`config.mk`:
```
export PLATFORM = sky130hd
export DESIGN_NAME = ps2_keyboard
export DESIGN_NICKNAME = d
export VERILOG_FILES = /design/src/rtl/ps2_keyboard.sv
export SDC_FILE = /design/constraint.sdc
export NUM_CORES = 1
export LEC_CHECK = 0
export CAP_MARGIN = 20
export CORE_AREA = 2 2 83 85
export DETAILED_ROUTE_END_ITERATION = 7
export DIE_AREA = 0 0 85 87
export GPL_TIMING_DRIVEN = 0
export PLACE_DENSITY = 0.79
export SYNTH_ARGS = -nofsm -noshare
export SYNTH_HDL_FRONTEND = slang
export SYNTH_SLANG_ARGS = --single-unit
```
`constraint.sdc`:
```
create_clock -name clock -period 3.75 [get_ports clock]
set_input_delay 0.375 -clock clock [delete_from_list [all_inputs] [get_ports clock]]
set_output_delay 0.375 -clock clock [all_outputs]
set_load 0.05 [all_outputs]
```
`src/rtl/ps2_keyboard.sv`:
```
module ps2_keyboard #(
  parameter int unsigned TIMEOUT = 25000,
  parameter int unsigned FILTER  = 4
) (
  input  logic       clock,
  input  logic       reset,
  input  logic       ps2_clk,
  input  logic       ps2_dat,
  output logic       kdone,
  output logic [7:0] ascii
);
  localparam int unsigned TW = $clog2(TIMEOUT + 1);
  localparam int unsigned FW = $clog2(FILTER + 1);

  typedef enum logic [1:0] {S_IDLE, S_DATA, S_PARITY, S_STOP} state_t;

  logic [1:0]    r_clk_sync;
  logic [1:0]    r_dat_sync;
  logic          r_clk_filt;
  logic [FW-1:0] r_fcnt;
  logic          r_fall;
  state_t        r_state;
  logic [7:0]    r_shreg;
  logic [2:0]    r_bitcnt;
  logic [TW-1:0] r_timer;
  logic          r_shift;
  logic          r_brk;
  logic          r_ext;
`ifdef PS2_PARITY_EN
  logic          r_par;
`endif

  logic          w_dat;
  logic          w_par_ok;
  logic [7:0]    w_norm;
  logic [7:0]    w_extc;

  function automatic logic [7:0] norm_lookup(input logic [7:0] code, input logic shift);
    logic [7:0] r;
    r = 8'h00;
    case (code)
      8'h1C: r = 8'h61; 8'h32: r = 8'h62; 8'h21: r = 8'h63; 8'h23: r = 8'h64;
      8'h24: r = 8'h65; 8'h2B: r = 8'h66; 8'h34: r = 8'h67; 8'h33: r = 8'h68;
      8'h43: r = 8'h69; 8'h3B: r = 8'h6A; 8'h42: r = 8'h6B; 8'h4B: r = 8'h6C;
      8'h3A: r = 8'h6D; 8'h31: r = 8'h6E; 8'h44: r = 8'h6F; 8'h4D: r = 8'h70;
      8'h15: r = 8'h71; 8'h2D: r = 8'h72; 8'h1B: r = 8'h73; 8'h2C: r = 8'h74;
      8'h3C: r = 8'h75; 8'h2A: r = 8'h76; 8'h1D: r = 8'h77; 8'h22: r = 8'h78;
      8'h35: r = 8'h79; 8'h1A: r = 8'h7A;
      8'h16: r = shift ? 8'h21 : 8'h31;
      8'h1E: r = shift ? 8'h40 : 8'h32;
      8'h26: r = shift ? 8'h23 : 8'h33;
      8'h25: r = shift ? 8'h24 : 8'h34;
      8'h2E: r = shift ? 8'h25 : 8'h35;
      8'h36: r = shift ? 8'h5E : 8'h36;
      8'h3D: r = shift ? 8'h26 : 8'h37;
      8'h3E: r = shift ? 8'h2A : 8'h38;
      8'h46: r = shift ? 8'h28 : 8'h39;
      8'h45: r = shift ? 8'h29 : 8'h30;
      8'h4E: r = shift ? 8'h5F : 8'h2D;
      8'h55: r = shift ? 8'h2B : 8'h3D;
      8'h54: r = shift ? 8'h7B : 8'h5B;
      8'h5B: r = shift ? 8'h7D : 8'h5D;
      8'h5D: r = shift ? 8'h7C : 8'h5C;
      8'h4C: r = shift ? 8'h3A : 8'h3B;
      8'h52: r = shift ? 8'h22 : 8'h27;
      8'h41: r = shift ? 8'h3C : 8'h2C;
      8'h49: r = shift ? 8'h3E : 8'h2E;
      8'h4A: r = shift ? 8'h3F : 8'h2F;
      8'h0E: r = shift ? 8'h7E : 8'h60;
      8'h5A: r = 8'h0D;
      8'h66: r = 8'h08;
      8'h76: r = 8'h1B;
      8'h29: r = 8'h20;
      8'h0D: r = 8'h09;
      default: r = 8'h00;
    endcase
    if (shift && r >= 8'h61 && r <= 8'h7A) begin
      r = r - 8'h20;
    end
    return r;
  endfunction

  function automatic logic [7:0] ext_lookup(input logic [7:0] code);
    logic [7:0] r;
    case (code)
      8'h75:   r = 8'h01;
      8'h72:   r = 8'h02;
      8'h6B:   r = 8'h03;
      8'h74:   r = 8'h04;
      8'h5A:   r = 8'h0D;
      default: r = 8'h00;
    endcase
    return r;
  endfunction

  assign w_dat  = r_dat_sync[1];
  assign w_norm = norm_lookup(r_shreg, r_shift);
  assign w_extc = ext_lookup(r_shreg);
`ifdef PS2_PARITY_EN
  assign w_par_ok = ^{r_shreg, r_par};
`else
  assign w_par_ok = 1'b1;
`endif

  always_ff @(posedge clock) begin
    if (reset) begin
      r_clk_sync <= '1;
      r_dat_sync <= '1;
      r_clk_filt <= 1'b1;
      r_fcnt     <= '0;
      r_fall     <= 1'b0;
    end else begin
      r_clk_sync <= {r_clk_sync[0], ps2_clk};
      r_dat_sync <= {r_dat_sync[0], ps2_dat};
      r_fall     <= 1'b0;
      if (r_clk_sync[1] == r_clk_filt) begin
        r_fcnt <= '0;
      end else if (r_fcnt == FW'(FILTER - 1)) begin
        r_clk_filt <= r_clk_sync[1];
        r_fcnt     <= '0;
        r_fall     <= r_clk_filt;
      end else begin
        r_fcnt <= r_fcnt + FW'(1);
      end
    end
  end

  always_ff @(posedge clock) begin
    kdone <= 1'b0;
    if (reset) begin
      r_state  <= S_IDLE;
      r_shreg  <= '0;
      r_bitcnt <= '0;
      r_timer  <= '0;
      r_shift  <= 1'b0;
      r_brk    <= 1'b0;
      r_ext    <= 1'b0;
      ascii    <= '0;
`ifdef PS2_PARITY_EN
      r_par    <= 1'b0;
`endif
    end else begin
      if (r_state != S_IDLE && !r_fall) begin
        if (r_timer >= TW'(TIMEOUT - 1)) begin
          r_state <= S_IDLE;
          r_timer <= '0;
        end else begin
          r_timer <= r_timer + TW'(1);
        end
      end else begin
        r_timer <= '0;
      end

      if (r_fall) begin
        case (r_state)
          S_IDLE: begin
            if (!w_dat) begin
              r_state  <= S_DATA;
              r_bitcnt <= '0;
            end
          end
          S_DATA: begin
            r_shreg  <= {w_dat, r_shreg[7:1]};
            r_bitcnt <= r_bitcnt + 3'd1;
            if (r_bitcnt == 3'd7) begin
              r_state <= S_PARITY;
            end
          end
          S_PARITY: begin
`ifdef PS2_PARITY_EN
            r_par   <= w_dat;
`endif
            r_state <= S_STOP;
          end
          S_STOP: begin
            r_state <= S_IDLE;
            if (w_dat && w_par_ok) begin
              if (r_shreg == 8'hE0) begin
                r_ext <= 1'b1;
              end else if (r_shreg == 8'hF0) begin
                r_brk <= 1'b1;
              end else begin
                r_brk <= 1'b0;
                r_ext <= 1'b0;
                if (r_shreg == 8'h12 || r_shreg == 8'h59) begin
                  r_shift <= !r_brk;
                end else if (!r_brk) begin
                  if (r_ext) begin
                    if (w_extc != 8'h00) begin
                      kdone <= 1'b1;
                      ascii <= w_extc;
                    end
                  end else if (w_norm != 8'h00) begin
                    kdone <= 1'b1;
                    ascii <= w_norm;
                  end
                end
              end
            end
          end
          default: r_state <= S_IDLE;
        endcase
      end
    end
  end

endmodule
```
==> qor.txt <==
multiplexer share of the synthesized area: 2.50%
overall routed net length: 10.2 mm
type of the tightest min-delay check: register to register
global-route wire length before repair: 16.4 mm
GRT Residual Overflow: 0
total number of clock tree sinks: 49
highest routed metal layer: met4
Avg Vias per Cell: 6.44
Diodes inserted: 0
synth warn: 0
worst slew slack as a fraction of its limit: 51.3%
Most Frequent Cell on Critical Path: sky130_fd_sc_hd__nand2b_1
RSZ-0062 raised after global routing: false
detail-routed net length per standard cell: 18.0 um
portion of the post-synthesis area used by sequential elements: 25.8%
data arrival time at the worst-slack endpoint: 3.64 ns
Post-synth EDFFs: 0
core area: 6570 um^2
Boundary Pins: 13
post-synthesis average cell area: 8.15 um^2
start point of the worst hold path: r_dat_sync[0]
# placed instances: 558
Seq. cell area: 981 um^2
critical path start-end classification: register to register
power density of the placed cells: 221 nW/um^2
Remaining DRCs: 0
net switching power: 181 uW
Final setup violation count: 0
root buffer cell: sky130_fd_sc_hd__clkbuf_8
initial core utilization: 57.8%
nets@finish: 495
sw frac: 19.9%
share of synthesized flip-flops with an asynchronous set or reset: 0%
Die ar.: 7400 um^2
die width: 85 um
outcome: finished clean
CTS tree: built
setup fix buffers added after clock tree synthesis: 0
proportion of power drawn by the clock network: 40.8%
crit path capture type: register
final RePlAce weighted congestion: 1.11
number of gates resized after cts: 0
max-capacitance violation count: 0
kind of start point of the critical path: register
Critical-path top delay cell: sky130_fd_sc_hd__or4b_1
number of hold violations in the final report: 0
R2R cell count: 10
routed length on met3: 741 um
leading cell types in the layout, fill and taps excluded: sky130_fd_sc_hd__nand2_1, sky130_fd_sc_hd__dfxtp_1, sky130_fd_sc_hd__nor2_1
number of H-tree levels: 2
final number of max-transition violations: 0
number of buffers added to fix hold violations after cts: 0
Die H: 87 um
global-route usage over all layers: 27.5%
slack of the worst reg-to-reg path: 0.32 ns
Internal Power: 729 uW
leading cell type in the layout, fill and taps excluded: sky130_fd_sc_hd__nand2_1
clock-pin transition on the worst setup and hold timing paths: 0.09 ns
setup ws final: 0.316 ns
timing startpoint of the critical path: r_shreg[7]
area occupied by multi-input gates: 2450 um^2
number of vias after detailed routing: 3643
count of nets left with antenna violations after detail routing: 0
clock tree buffer depth: 2
final period utilization: 91.6%
Post-Place Setup Slack: 0.387 ns
net count after synthesis: 476
Max Fanout on Critical Path: 10
Tightest Pin Transition: 0.720 ns
dominant combinational cell family by area after synthesis: simple AND/OR/NAND/NOR gates
dominant register cell in the synthesized netlist: sky130_fd_sc_hd__dfxtp_1
Post-Synth Adder-Cell Area: 1.98%
count of distinct cell types in the synthesized netlist: 90
worst vdd ir: 372 uV
xor/xnor cell area share of the yosys netlist: 4.38%
length of the first detailed-routing pass in iterations: 6
Static Leak: 0.00148 uW
vias in the first global route: 3374
layout overhead on the synthesized area: 8.73%
maximum operating frequency: 291 MHz
Hold Path Depth: 1
count of routing violations after the opening detailed-route iteration: 407
required time reported for the critical path endpoint: 3.95 ns
sum of buffers and inverters on the critical path: 1
Reg2Reg Launch Point: r_shreg[7]
synthesis-stage register bit count: 49
share of power burned in combinational logic: 1.7%
post-route setup TNS: 0 ns
largest net degree at the start of global routing: 16
detailed-placement wirelength estimate: 7.57 mm
sequential fraction of design power: 57.5%
M1 wire length: 4.34 mm
Worst path depth: 10
initial antenna violation count: 0
Tmin final: 3.43 ns
count of placed standard cells in the final layout, fillers left out: 566
Clock Latency Late Sink: 0.30 ns
Core Rows: 30
area fraction in compound gates after synthesis: 22.4%
Post-Route Skew: 0.0106 ns
number of I/O port buffers: 12
number of CTS-inserted buffers: 5
Detail Route met2 WL: 4.80 mm
fraction of the mapped netlist area in simple logic gates: 33.4%
Synth Cell Area: 3800 um^2
cell breakdown of the critical path: buf_6 -> nand2b_1 -> nand2b_1 -> o211ai_1 -> or4b_1 -> nor2_2 -> ha_1 -> o211ai_4 -> a211oi_4 -> mux2_4
fraction of final layout cells sized beyond drive strength 1: 16.0%
slowest cell delay on critical path: 0.59 ns
CP top delay family: simple AND/OR/NAND/NOR gates
Post-Synthesis Cells: 466
fillers: 593
## cell type report
cell class	instances	share of cell area, %
buffer	41	7.37
multi-input combinational	361	59.5
inverter	15	1.36
clock inverter	2	0.940
tap	80	2.42
timing repair buffer	12	2.91
sequential	49	23.8
clock buffer	6	1.76
## per-layer routing
layer | up-vias | GRT usage (%)
li1 | 1731 | -
met2 | 188 | 46.4
met3 | 37 | 3.60
met1 | 1687 | 35.4
met5 | - | 0
met4 | 0 | 11.5
## worst paths after layout
kind | to
worst max-delay path | ascii[1]
worst min-delay path | r_dat_sync[1]
worst max register to register | ascii[1]
worst min register to register | r_dat_sync[1]
## registers in the layout (all words and copies together) (netlist names)
register and count:
kdone 1, ascii 8, r_shift 1, r_timer 15
r_ext 1, r_fcnt 3, r_shreg 8, r_fall 1
r_clk_sync 2, r_bitcnt 3, r_dat_sync 2, r_clk_filt 1
r_brk 1, r_state 2
## synthesized netlist by cell type, drive strengths merged, types with 5 or more instances
master,count,share of area [%]
nor4b,7,2.3
nor3,14,2.0
and4bb,5,1.7
a211oi,8,2.0
inv,14,1.4
a22oi,5,0.99
nand2b,8,1.3
nand2,55,5.4
or2,6,0.99
a31oi,7,1.2
nand4b,5,1.2
ha,6,2.0
a21oi,31,4.4
nor4,7,1.5
clkbuf,9,1.4
o21ai,17,2.3
nor2,45,4.5
buf,31,6.3
o211ai,8,2.1
xor2,9,2.1
dfxtp,49,26
nor2b,9,1.5
mux2i,8,2.1
nand3,18,2.5
xnor2,10,2.3
## worst register-to-register path, delay by kind of cell, from the launching register on
family | cells | cell delay [ns]
flip-flops | 1 | 0.45
adder cells (fa/ha/maj) | 1 | 0.21
buffers and inverters | 1 | 0.21
multiplexers | 1 | 0.34
AND/OR/NAND/NOR | 4 | 1.36
AO/OA/AOI/OAI | 3 | 0.77
## metrics by stage
| step | total power, uW | instance area (um^2) | hold slack, ns | utilization (%) |
|---|---|---|---|---|
| after global routing | 936 | 4130 | 0.426 | 62.8 |
| final | 911 | 4130 | 0.416 | 62.8 |
| after global placement | 551 | 4020 | 0.394 | 61.1 |
| after detailed placement | 551 | 4020 | 0.397 | 61.1 |
| after CTS | 918 | 4130 | 0.418 | 62.8 |
| after floorplan | 545 | 3800 | 0.389 | - |
## power groups by stage
stage                     registers (uW)  logic [uW]  clock network (uW)
after floorplan                      535        9.53                   0
after global placement               536        15.4                   0
after detailed placement             536        15.8                   0
after CTS                            523        15.9                 379
after global routing                 524        17.3                 395
final                                523        15.8                 372
## cells by family (layout without fill, tap and decap cells)
kind of cell,count (synthesis),count (layout)
buf+inv,56,76
xor+xnor,19,19
compound gates,111,111
mux,9,9
flops,49,49
fa+ha+maj,6,6
simple gates,216,216
(Power assumes the default switching activity.)
